$ cat src/rtl/demux4_router_pkg.sv
// demux4_router shared definitions: lane encoding and select decode.
// The decode is shared with the 4:1 mux bench for loopback checks.
package demux4_router_pkg;

    typedef logic [1:0] lane_t;

    localparam lane_t LANE1 = 2'b00;
    localparam lane_t LANE2 = 2'b01;
    localparam lane_t LANE3 = 2'b10;
    localparam lane_t LANE4 = 2'b11;

    localparam int NLANES = 4;

    // Same {sel2, sel1} encoding as the mux, so loopback is identity.
    function automatic lane_t sel_to_lane(input logic sel1, input logic sel2);
        return lane_t'({sel2, sel1});
    endfunction

endpackage

$ cat src/rtl/demux4_lane_fifo.sv
// demux4_lane_fifo: one output lane, a DEPTH-entry synchronous FIFO.
// Pointers wrap naturally because DEPTH is a power of two.
module demux4_lane_fifo #(
    parameter  int WIDTH = 8,
    parameter  int DEPTH = 2,
    localparam int AW    = $clog2(DEPTH),
    localparam int CW    = $clog2(DEPTH) + 1
) (
    input  logic             clk,
    input  logic             rst_n,
    input  logic             push,
    input  logic [WIDTH-1:0] push_data,
    input  logic             pop,
    output logic             full,
    output logic             valid,
    output logic [WIDTH-1:0] head_data,
    output logic [CW-1:0]    count
);

    logic [WIDTH-1:0] mem [DEPTH];
    logic [AW-1:0]    wp;
    logic [AW-1:0]    rp;
    logic             push_ok;
    logic             pop_ok;

    assign full      = (count == CW'(DEPTH));
    assign valid     = (count != '0);
    assign head_data = mem[rp];
    assign push_ok   = push && !full;
    assign pop_ok    = pop && valid;

    always_ff @(posedge clk) begin
        if (!rst_n) begin
            wp    <= '0;
            rp    <= '0;
            count <= '0;
        end else begin
            if (push_ok) wp <= wp + AW'(1);
            if (pop_ok)  rp <= rp + AW'(1);
            unique case ({push_ok, pop_ok})
                2'b10:   count <= count + CW'(1);
                2'b01:   count <= count - CW'(1);
                default: count <= count;
            endcase
        end
    end

    // Storage is not reset; count gates visibility.
    always_ff @(posedge clk) begin
        if (push_ok) mem[wp] <= push_data;
    end

endmodule

$ cat src/rtl/demux4_router.sv
// demux4_router: 1-to-4 streaming demux with a FIFO per lane.
// A full lane only backpressures beats that select it.
module demux4_router
    import demux4_router_pkg::*;
#(
    parameter  int WIDTH = 8,
    parameter  int DEPTH = 2,
    localparam int CW    = $clog2(DEPTH) + 1
) (
    input  logic             clk,
    input  logic             rst_n,
    input  logic             in_valid,
    output logic             in_ready,
    input  logic [WIDTH-1:0] in_data,
    input  logic             sel1,
    input  logic             sel2,
    output logic             o1_valid,
    output logic             o2_valid,
    output logic             o3_valid,
    output logic             o4_valid,
    input  logic             o1_ready,
    input  logic             o2_ready,
    input  logic             o3_ready,
    input  logic             o4_ready,
    output logic [WIDTH-1:0] o1_data,
    output logic [WIDTH-1:0] o2_data,
    output logic [WIDTH-1:0] o3_data,
    output logic [WIDTH-1:0] o4_data,
    output logic [CW-1:0]    o1_count,
    output logic [CW-1:0]    o2_count,
    output logic [CW-1:0]    o3_count,
    output logic [CW-1:0]    o4_count,
    output logic             drop_sel
);

    lane_t            lane;
    logic [3:0]       full;
    logic [3:0]       valid;
    logic [3:0]       push;
    logic [3:0]       pop;
    logic [WIDTH-1:0] head [NLANES];
    logic [CW-1:0]    cnt  [NLANES];

    assign lane     = sel_to_lane(sel1, sel2);
    assign in_ready = rst_n && !full[lane];
    assign pop      = {o4_ready, o3_ready, o2_ready, o1_ready} & valid;

    always_comb begin
        push = '0;
        if (in_valid && in_ready) push[lane] = 1'b1;
    end

    for (genvar g = 0; g < NLANES; g++) begin : g_lane
        demux4_lane_fifo #(
            .WIDTH (WIDTH),
            .DEPTH (DEPTH)
        ) u_fifo (
            .clk       (clk),
            .rst_n     (rst_n),
            .push      (push[g]),
            .push_data (in_data),
            .pop       (pop[g]),
            .full      (full[g]),
            .valid     (valid[g]),
            .head_data (head[g]),
            .count     (cnt[g])
        );
    end

    assign o1_valid = valid[LANE1];
    assign o2_valid = valid[LANE2];
    assign o3_valid = valid[LANE3];
    assign o4_valid = valid[LANE4];
    assign o1_data  = head[LANE1];
    assign o2_data  = head[LANE2];
    assign o3_data  = head[LANE3];
    assign o4_data  = head[LANE4];
    assign o1_count = cnt[LANE1];
    assign o2_count = cnt[LANE2];
    assign o3_count = cnt[LANE3];
    assign o4_count = cnt[LANE4];

    // Diagnostic only: the producer keeps holding the beat.
    always_ff @(posedge clk) begin
        if (!rst_n)                       drop_sel <= 1'b0;
        else if (in_valid && full[lane])  drop_sel <= 1'b1;
    end

endmodule

$ cat config.mk
export PLATFORM = sky130hd
export DESIGN_NAME = demux4_router
export DESIGN_NICKNAME = d
export VERILOG_FILES = /design/src/rtl/demux4_router_pkg.sv /design/src/rtl/demux4_lane_fifo.sv /design/src/rtl/demux4_router.sv
export SDC_FILE = /design/constraint.sdc
export NUM_CORES = 1
export LEC_CHECK = 0
export CELL_PAD_IN_SITES_DETAIL_PLACEMENT = 1
export CELL_PAD_IN_SITES_GLOBAL_PLACEMENT = 2
export CORE_ASPECT_RATIO = 1.4
export CORE_UTILIZATION = 30
export CTS_BUF_LIST = sky130_fd_sc_hd__clkbuf_8 sky130_fd_sc_hd__clkbuf_16
export DETAILED_ROUTE_END_ITERATION = 8
export PLACE_DENSITY_LB_ADDON = 0.1
export SLEW_MARGIN = 20
export SYNTH_ARGS = -nofsm -noshare
export SYNTH_HDL_FRONTEND = slang
export SYNTH_SLANG_ARGS = --single-unit
$ cat constraint.sdc
create_clock -name clk -period 4.75 [get_ports clk]
set_input_delay 0.95 -clock clk [delete_from_list [all_inputs] [get_ports clk]]
set_output_delay 0.95 -clock clk [all_outputs]
set_load 0.02 [all_outputs]
## Word level (Yosys, flattened, before mapping)

Memories as Yosys holds them, arrays and structs flattened. A register that Yosys moved wholly into a read port is not among the register bits.
Cells that the tools add are included.

| word-level totals | value |
|---|---|
| bits in registers | 17 |
| output and inout bits | 46 |
| memories | 4 |
| bits of input ports | 17 |
| RAM bits | 64 |

Memories:

| name | depth | bits a word | rd ports | clocked after Yosys merged registers in | write ports | RTL line | RTL |
|---|---|---|---|---|---|---|---|
| g_lane[0].u_fifo.mem | 2 | 8 | 1 | 1 | 1 | demux4_lane_fifo.sv:20 | `logic [WIDTH-1:0] mem [DEPTH];` |
| g_lane[1].u_fifo.mem | 2 | 8 | 1 | 1 | 1 | demux4_lane_fifo.sv:20 |  |
| g_lane[2].u_fifo.mem | 2 | 8 | 1 | 1 | 1 | demux4_lane_fifo.sv:20 |  |
| g_lane[3].u_fifo.mem | 2 | 8 | 1 | 1 | 1 | demux4_lane_fifo.sv:20 |  |

| operators by class | value |
|---|---|
| mux-type cells | 25 |
| reductions and logical operators | 25 |
| equality and inequality tests | 12 |
| bitwise operators | 1 |
| $add $sub $neg | 16 |
| $lt $le $gt $ge | 2 |

Operators with widths:

| cell | count |
|---|---|
| $mux 1 | 18 |
| $eq 2x2->1 const B | 8 |
| $pmux 2 s2 | 4 |
| $reduce_bool 2->1 | 8 |
| $logic_and 1x1->1 | 12 |
| $add 1x1->1 const B | 8 |
| $add 2x1->2 const B | 4 |
| $eq 2x1->1 const B | 4 |
| $sub 2x1->2 const B | 4 |
| $logic_not 1->1 | 5 |
| $and 4x4->4 | 1 |
| $mux 4 | 1 |
| $lt 2x3->1 const B | 1 |
| $bmux 1 s2 | 1 |
| $demux 1 s2 | 1 |
| $ge 2x1->1 const B | 1 |

## Longest topological paths before layout

Gate-level depths: netlist (run 1).

| depth | value |
|---|---|
| depth after elaboration | 10 |
| gate-level depth with buffers | 7 |
| depth with buffers taken out | 7 |

## By module

From an unflattened synthesis (run 1), not the netlist that was laid out.

| unflattened totals | value |
|---|---|
| cell total of the unflattened synthesis | 222 |
| area total of the unflattened synthesis | 3,402.0 um^2 |

Modules (own cells, without submodules):

| module | instances | area an instance (um^2) | cells each |
|---|---|---|---|
| demux4_lane_fifo | 4 | 813.3 | 51 |
| demux4_router | 1 | 148.9 | 18 |

## Worst setup path after synthesis (run 1)

No wires, ideal clock.

| path | value |
|---|---|
| kind | input to output |
| start point | in sel2 |
| end point | out in_ready |
| stages | 3 |
| data required time | 3.800 ns |
| setup slack | 1.882 ns |
| data arrival time | 1.918 ns |
| cells stage by stage | mux4_2 buf_6 nor2_1 |

| between the ends | value |
|---|---|
| word-level cells in the longest chain between the ends | 4 |

RTL lines:

| element | RTL line | RTL |
|---|---|---|
| start, declared | demux4_router.sv:16 | `input logic sel2,` |
| $bmux 1 s2 | demux4_router.sv:45 | `assign in_ready = rst_n && !full[lane];` |
| $mux 1 (implied by the code) | demux4_router.sv:45 |  |
| $logic_not 1->1 | demux4_router.sv:45 |  |
| $logic_and 1x1->1 | demux4_router.sv:45 |  |
| end, declared | demux4_router.sv:13 | `output logic in_ready,` |

Every way passes these cells. The select of a mux whose other input is x is not followed.

## Worst setup path after layout (run 1)

Same ends and word-level chain as after synthesis.

==> results of run 1 <==
[synthesized netlist by cell type]
master,count,area (sq um)
buf_6,1,11.26
mux4_2,1,22.52
o21ai_0,4,20.02
xor2_1,4,35.03
or2_2,6,37.54
edfxtp_1,64,1922
inv_1,3,11.26
nor2b_1,4,25.02
clkbuf_1,7,26.28
nand3_1,3,15.01
o21a_1,4,30.03
nor2b_2,2,17.52
a21oi_1,8,40.04
o31ai_1,4,30.03
nand2b_1,5,31.28
nand2_1,5,18.77
or4_1,4,30.03
xnor2_1,8,70.07
nor4_2,5,62.56
nor2_1,15,56.30
mux2_2,32,360.4
ha_1,4,50.05
dfxtp_1,21,420.4
nor3_2,3,30.03
or3_1,8,50.05
a22o_1,1,8.760
[final timing paths]
check	startpoint	end	cells past startpoint
max	sel2	in_ready	4
min	drop_sel	drop_sel	1
max reg2reg	g_lane[2].u_fifo.count[0]	g_lane[3].u_fifo.count[1]	6
min reg2reg	drop_sel	drop_sel	1
[kinds of logic after synthesis]
family | count (synthesis)
DFF | 85
and+or+nand+nor | 60
muxes | 33
AOI/OAI and AO/OA | 21
xor gates and xnor gates | 12
buffers and inverters | 11
adders and majority gates | 4
[cells in the final DEF (no fill, tap or decap)]
cell type | Yosys | routed
clkdlybuf4s50_1 | 0 | 62
nor2b_2 | 2 | 2
nand3_1 | 3 | 3
mux4_2 | 1 | 1
bufinv_16 | 0 | 2
inv_6 | 0 | 2
mux2_2 | 32 | 32
a22o_1 | 1 | 1
clkinvlp_4 | 0 | 2
buf_4 | 0 | 6
xnor2_1 | 8 | 8
edfxtp_1 | 64 | 64
o31ai_1 | 4 | 4
or3_1 | 8 | 8
o21ai_0 | 4 | 4
nor4_2 | 5 | 5
nor3_2 | 3 | 3
inv_1 | 3 | 3
a21oi_1 | 8 | 8
or4_1 | 4 | 4
nor2b_1 | 4 | 4
nand2_1 | 5 | 5
nand2b_1 | 5 | 5
dfxtp_1 | 21 | 21
ha_1 | 4 | 4
o21a_1 | 4 | 4
xor2_1 | 4 | 4
nor2_1 | 15 | 15
or2_2 | 6 | 6
clkinv_2 | 0 | 1
clkbuf_16 | 0 | 9
[report_power, final]
part	internal, mW	switching [mW]	total [mW]
Sequential	0.820	0.0270	0.847
Clock	0.463	0.284	0.747
Combinational	0.112	0.103	0.215
Total	1.39	0.414	1.81
[registers in the layout, indices dropped and copies added, names as in the netlist, named ones only]
signal and count:
g_lane.u_fifo.rp 4, drop_sel 1, g_lane.u_fifo.wp 4, g_lane.u_fifo.count 8, g_lane.u_fifo.mem 64
[layout make-up]
type                    instances  area [sq um]  share of cell area
inverters                       3         11.26            0.002470
repair buffers                 68         665.6              0.1460
multi-input cells             130          1041              0.2283
flip-flops and latches         85          2342              0.5137
clock buffers                   9         225.2             0.04940
well taps                     141         176.4             0.03869
clock inverters                 7         97.59             0.02141
[layer usage]
metal	global-route usage	vias up
met2	0.2231	55
met4	0.05515	0
li1	-	985
met5	0	-
met1	0.1457	1009
met3	0.02423	5
[per-stage QoR]
stage / power (mW) / worst slack (ns) / hold slack, ns / area, sq um
after floorplan: 0.9796 / 1.882 / 0.4758 / 3432
after global placement: 1.079 / 0.7711 / 0.4896 / 4237
after detailed placement: 1.082 / 0.7607 / 0.4802 / 4237
after CTS: 1.833 / 0.7441 / 0.4997 / 4559
after global routing: 1.875 / 0.6249 / 0.5089 / 4559
final: 1.808 / 0.7484 / 0.4924 / 4559
==> impl_metrics.env, run 1 <==
export IMPL_crit_path_end_kind="output port"
export IMPL_fillers=1119
export IMPL_gp_congestion=0.7042
export IMPL_first_pass_iters=4
export IMPL_cts_root_buf="clkbuf_16"
export IMPL_drt_iter0_markers=56
export IMPL_vias_per_cell=4.637
export IMPL_cts_sinks=85
export IMPL_post_route_min_period_ns=4.002
export IMPL_crit_path_max_incr_delay_ns=0.73
export IMPL_crit_type="in2out"
export IMPL_drv_cap=0
export IMPL_cts_buffer_depth=2
export IMPL_fin_crit_sh=0.8424
export IMPL_num_vias=2054
export IMPL_power_density_mw_per_mm2=396.6
export IMPL_tightest_slew_ns=0.7529
export IMPL_syn2layout_area_growth_pct=32.85
export IMPL_rows=45
export IMPL_drc=0
export IMPL_portBuffers=62
export IMPL_fp_dieH_um=128.6
export IMPL_drtAntennaViolNets=0
export IMPL_grt_usage=0.1255
export IMPL_ys_types=26
export IMPL_setup_viol=0
export IMPL_clk_pin_slew_ns=0.06
export IMPL_gr_total_overflow=0
export IMPL_synth_adder_area_share=0.01458
export IMPL_antenna_cells=0
export IMPL_cp_start_kind="input port"
export IMPL_path_max_fanout=14
export IMPL_clock_latency_ns=0.33
export IMPL_top_layer_used="met4"
export IMPL_fin_cells=443
export IMPL_postCtsSetupBuffers=0
export IMPL_grt_pass1_vias=2102
export IMPL_hold_viol=0
export IMPL_core_area_sq_mm=0.01098
export IMPL_start_util=0.3126
export IMPL_final_core_util=0.4153
export IMPL_worstPathCellList="clkdlybuf4s50_1, mux4_2, nor2_1, clkdlybuf4s50_1"
export IMPL_clock_skew_ns=0.003693
export IMPL_drive_gt1_frac=0.2351
export IMPL_max_clock_freq_mhz=249.9
export IMPL_synth_compound_area_share=0.03755
export IMPL_dr_wl_met3_um=283
export IMPL_die_w_um=92.40
export IMPL_seq_area_frac_synth=0.6825
export IMPL_crit_slowest_cell="mux4_2"
export IMPL_syn_cell_area_sq_mm=0.003432
export IMPL_hold_path_class="reg2reg"
export IMPL_wl_per_cell_um=15.66
export IMPL_hpwl_um=4843
export IMPL_peakVddDrop_uv=187.1
export IMPL_placed_cells=427
export IMPL_synth_seq_cells=85
export IMPL_pin_count=63
export IMPL_met2_length_um=3642
export IMPL_grt_max_degree=22
export IMPL_relSlewSlack=0.4953
export IMPL_cts_made_buffers=9
export IMPL_path_delay_family="buffers and inverters"
export IMPL_drt_total_wl_um=6937
export IMPL_syn_mean_instance_area_sq_um=15.19
export IMPL_cts_tree="built"
export IMPL_synth_simple_gate_area_frac=0.1090
export IMPL_yosys_warnings=0
export IMPL_required_ns=3.80
export IMPL_critPathBufInv=2
export IMPL_synth_xor_area_frac=0.03062
export IMPL_cts_repair_resized=0
export IMPL_htreeDepth=3
export IMPL_wl_met1_um=2918
export IMPL_synth_top_family_by_area="multiplexers"
export IMPL_hold_buffers=0
export IMPL_leakage_nw=1.500
export IMPL_reg2reg_slack_ns=2.17
export IMPL_grt_first_pass_wirelength_um=10980
export IMPL_rsz0062_at_grt="false"
export IMPL_setup_tns_ns=0
export IMPL_arrival_ns=3.05
export IMPL_dieArea_sq_mm=0.01188
export IMPL_run_status="finished clean"
export IMPL_slew_violations=0
export IMPL_synthCells=226
export IMPL_crit_top_cell="clkdlybuf4s50_1"
export IMPL_nets=318
export IMPL_synth_area_mux_share=0.1116
export IMPL_antenna_found_initial=0
export IMPL_synth_nets=247
(Power assumes the default switching activity.)
==> inputs of run 2 (changes only) <==
==> constraint.sdc (replaced) <==
create_clock -name clk -period 3.7 [get_ports clk]
set_input_delay 0.74 -clock clk [delete_from_list [all_inputs] [get_ports clk]]
set_output_delay 0.74 -clock clk [all_outputs]
set_load 0.02 [all_outputs]
==> impl_metrics.env, run 2 (synthesis gave the netlist of run 1 again) <==
export IMPL_rows=45
export IMPL_fillers=1136
export IMPL_hpwl_um=5101
export IMPL_setup_ws_ns=0.4793
export IMPL_htreeDepth=3
export IMPL_setup_tns_ns=0
export IMPL_top_regs="g_lane.u_fifo.mem (64), g_lane.u_fifo.count (8)"
export IMPL_cts_tree="built"
export IMPL_grt_pass1_vias=2153
export IMPL_power_density_mw_per_mm2=514.1
export IMPL_multiInputGateArea_sq_mm=0.001041
export IMPL_worstPathCellList="clkdlybuf4s50_1, mux4_2, nor2_1, clkdlybuf4s50_1"
export IMPL_seqCellArea_sq_mm=0.002342
export IMPL_drive_gt1_frac=0.2418
export IMPL_crit_path_end_kind="output port"
export IMPL_layout_common_cells="edfxtp_1, clkdlybuf4s50_1, mux2_2, dfxtp_1, nor2_1"
export IMPL_antenna_cells=0
export IMPL_ff2ff_path_depth=7
export IMPL_pin_count=63
export IMPL_syn2layout_area_growth_pct=34.34
export IMPL_drt_iter0_markers=60
export IMPL_cts_repair_resized=0
export IMPL_crit_type="in2out"
export IMPL_rr_endpoint="g_lane[3].u_fifo.count[1]"
export IMPL_nets=323
export IMPL_path_delay_family="buffers and inverters"
export IMPL_pre_cts_ws_ns=0.4401
export IMPL_r2r_start="g_lane[2].u_fifo.count[0]"
export IMPL_grt_max_degree=22
export IMPL_core_area_sq_mm=0.01098
export IMPL_reg2reg_slack_ns=1.13
export IMPL_die_w_um=92.40
export IMPL_dieArea_sq_mm=0.01188
export IMPL_hold_buffers=0
export IMPL_vias_per_cell=4.557
export IMPL_total_power_mw=2.371
export IMPL_clk_pin_slew_ns=0.06
export IMPL_crit_slowest_cell="clkdlybuf4s50_1"
export IMPL_wl_per_cell_um=16.32
export IMPL_hold_path_class="reg2reg"
export IMPL_cts_sinks=85
export IMPL_max_clock_freq_mhz=310.5
export IMPL_layout_commonest_cell="edfxtp_1"
export IMPL_run_status="finished clean"
export IMPL_cts_buffer_depth=2
export IMPL_hold_viol=0
export IMPL_first_pass_iters=4
export IMPL_hold_depth=1
export IMPL_drv_cap=0
export IMPL_gp_congestion=0.6651
export IMPL_regMostFlops="g_lane.u_fifo.mem"
export IMPL_post_route_min_period_ns=3.221
export IMPL_path_max_fanout=2
export IMPL_grt_first_pass_wirelength_um=11630
export IMPL_tightest_slew_ns=0.7840
export IMPL_portBuffers=62
export IMPL_fin_area_sq_mm=0.004611
export IMPL_start_util=0.3126
export IMPL_crit_start="sel2"
export IMPL_relSlewSlack=0.4745
export IMPL_min_from="drop_sel"
export IMPL_gr_total_overflow=0
export IMPL_place_area_sq_mm=0.004274
export IMPL_num_vias=2037
export IMPL_crit_top_cell="clkdlybuf4s50_1"
export IMPL_grt_usage=0.1339
export IMPL_antenna_found_initial=0
export IMPL_largest_register_ffs=64
export IMPL_clock_skew_ns=0.005227
export IMPL_drt_total_wl_um=7297
export IMPL_cts_made_buffers=9
export IMPL_required_ns=2.96
export IMPL_arrival_ns=2.48
export IMPL_peakVddDrop_uv=196.3
export IMPL_postCtsSetupBuffers=0
export IMPL_fin_crit_sh=0.8705
export IMPL_rsz0062_at_grt="false"
export IMPL_drc=0
export IMPL_fp_dieH_um=128.6
export IMPL_cp_start_kind="input port"
export IMPL_slew_violations=0
export IMPL_cts_root_buf="clkbuf_16"
export IMPL_crit_path_max_incr_delay_ns=0.61
export IMPL_drtAntennaViolNets=0
export IMPL_leakage_nw=1.537
export IMPL_clock_latency_ns=0.33
export IMPL_critPathBufInv=2
export IMPL_setup_viol=0
export IMPL_hold_path_endpoint="drop_sel"
-- run 2: cell types whose count changed in the layout (fill, tap and decap cells not counted), sizes merged --
| cell | delta |
|---|---|
| bufinv | +1 |
| inv | -1 |
| clkinv | +1 |
| buf | +5 |
| clkinvlp | -2 |
-- run 2: per-layer routing --
metal	part of all wire	vias up	track usage	wire, um
li1	-	993	-	-
met3	0.046	7	0.04019	333
met1	0.41	991	0.1536	2961
met2	0.53	46	0.2314	3888
met5	0	-	0	0
met4	0.015	0	0.05515	113
-- run 2: area by class of cell --
cell class / instances / area share
Sequential cell: 85 / 0.5080
Inverter: 3 / 0.002442
Clock inverter: 6 / 0.02415
Clock buffer: 9 / 0.04885
Tap cell: 141 / 0.03826
Timing Repair Buffer: 73 / 0.1525
Multi-Input combinational cell: 130 / 0.2258
-- run 2: how the worst max path moves through the flow --
stage | to | slack (ns) | cells after the start
after floorplan | g_lane[2].u_fifo.count[1] | 1.23 | 5
after global placement | g_lane[2].u_fifo.count[1] | 0.47 | 7
after detailed placement | g_lane[0].u_fifo.count[1] | 0.44 | 7
after CTS | in_ready | 0.46 | 4
after global routing | in_ready | 0.40 | 4
final | in_ready | 0.48 | 4
-- run 2: stage by stage --
stage	hold slack [ns]	cells	util
after CTS	0.5106	447	0.4199
after global placement	0.4820	432	0.3893
after global routing	0.5298	447	0.4199
after floorplan	0.4758	226	-
after detailed placement	0.4824	432	0.3893
final	0.5069	447	0.4199
-- run 2: power by group --
group,internal [mW],switching (mW),leakage (nW),total [mW]
registers,1.05,0.0353,0.749,1.09
clock network,0.656,0.347,0.164,1.00
logic,0.146,0.133,0.624,0.279
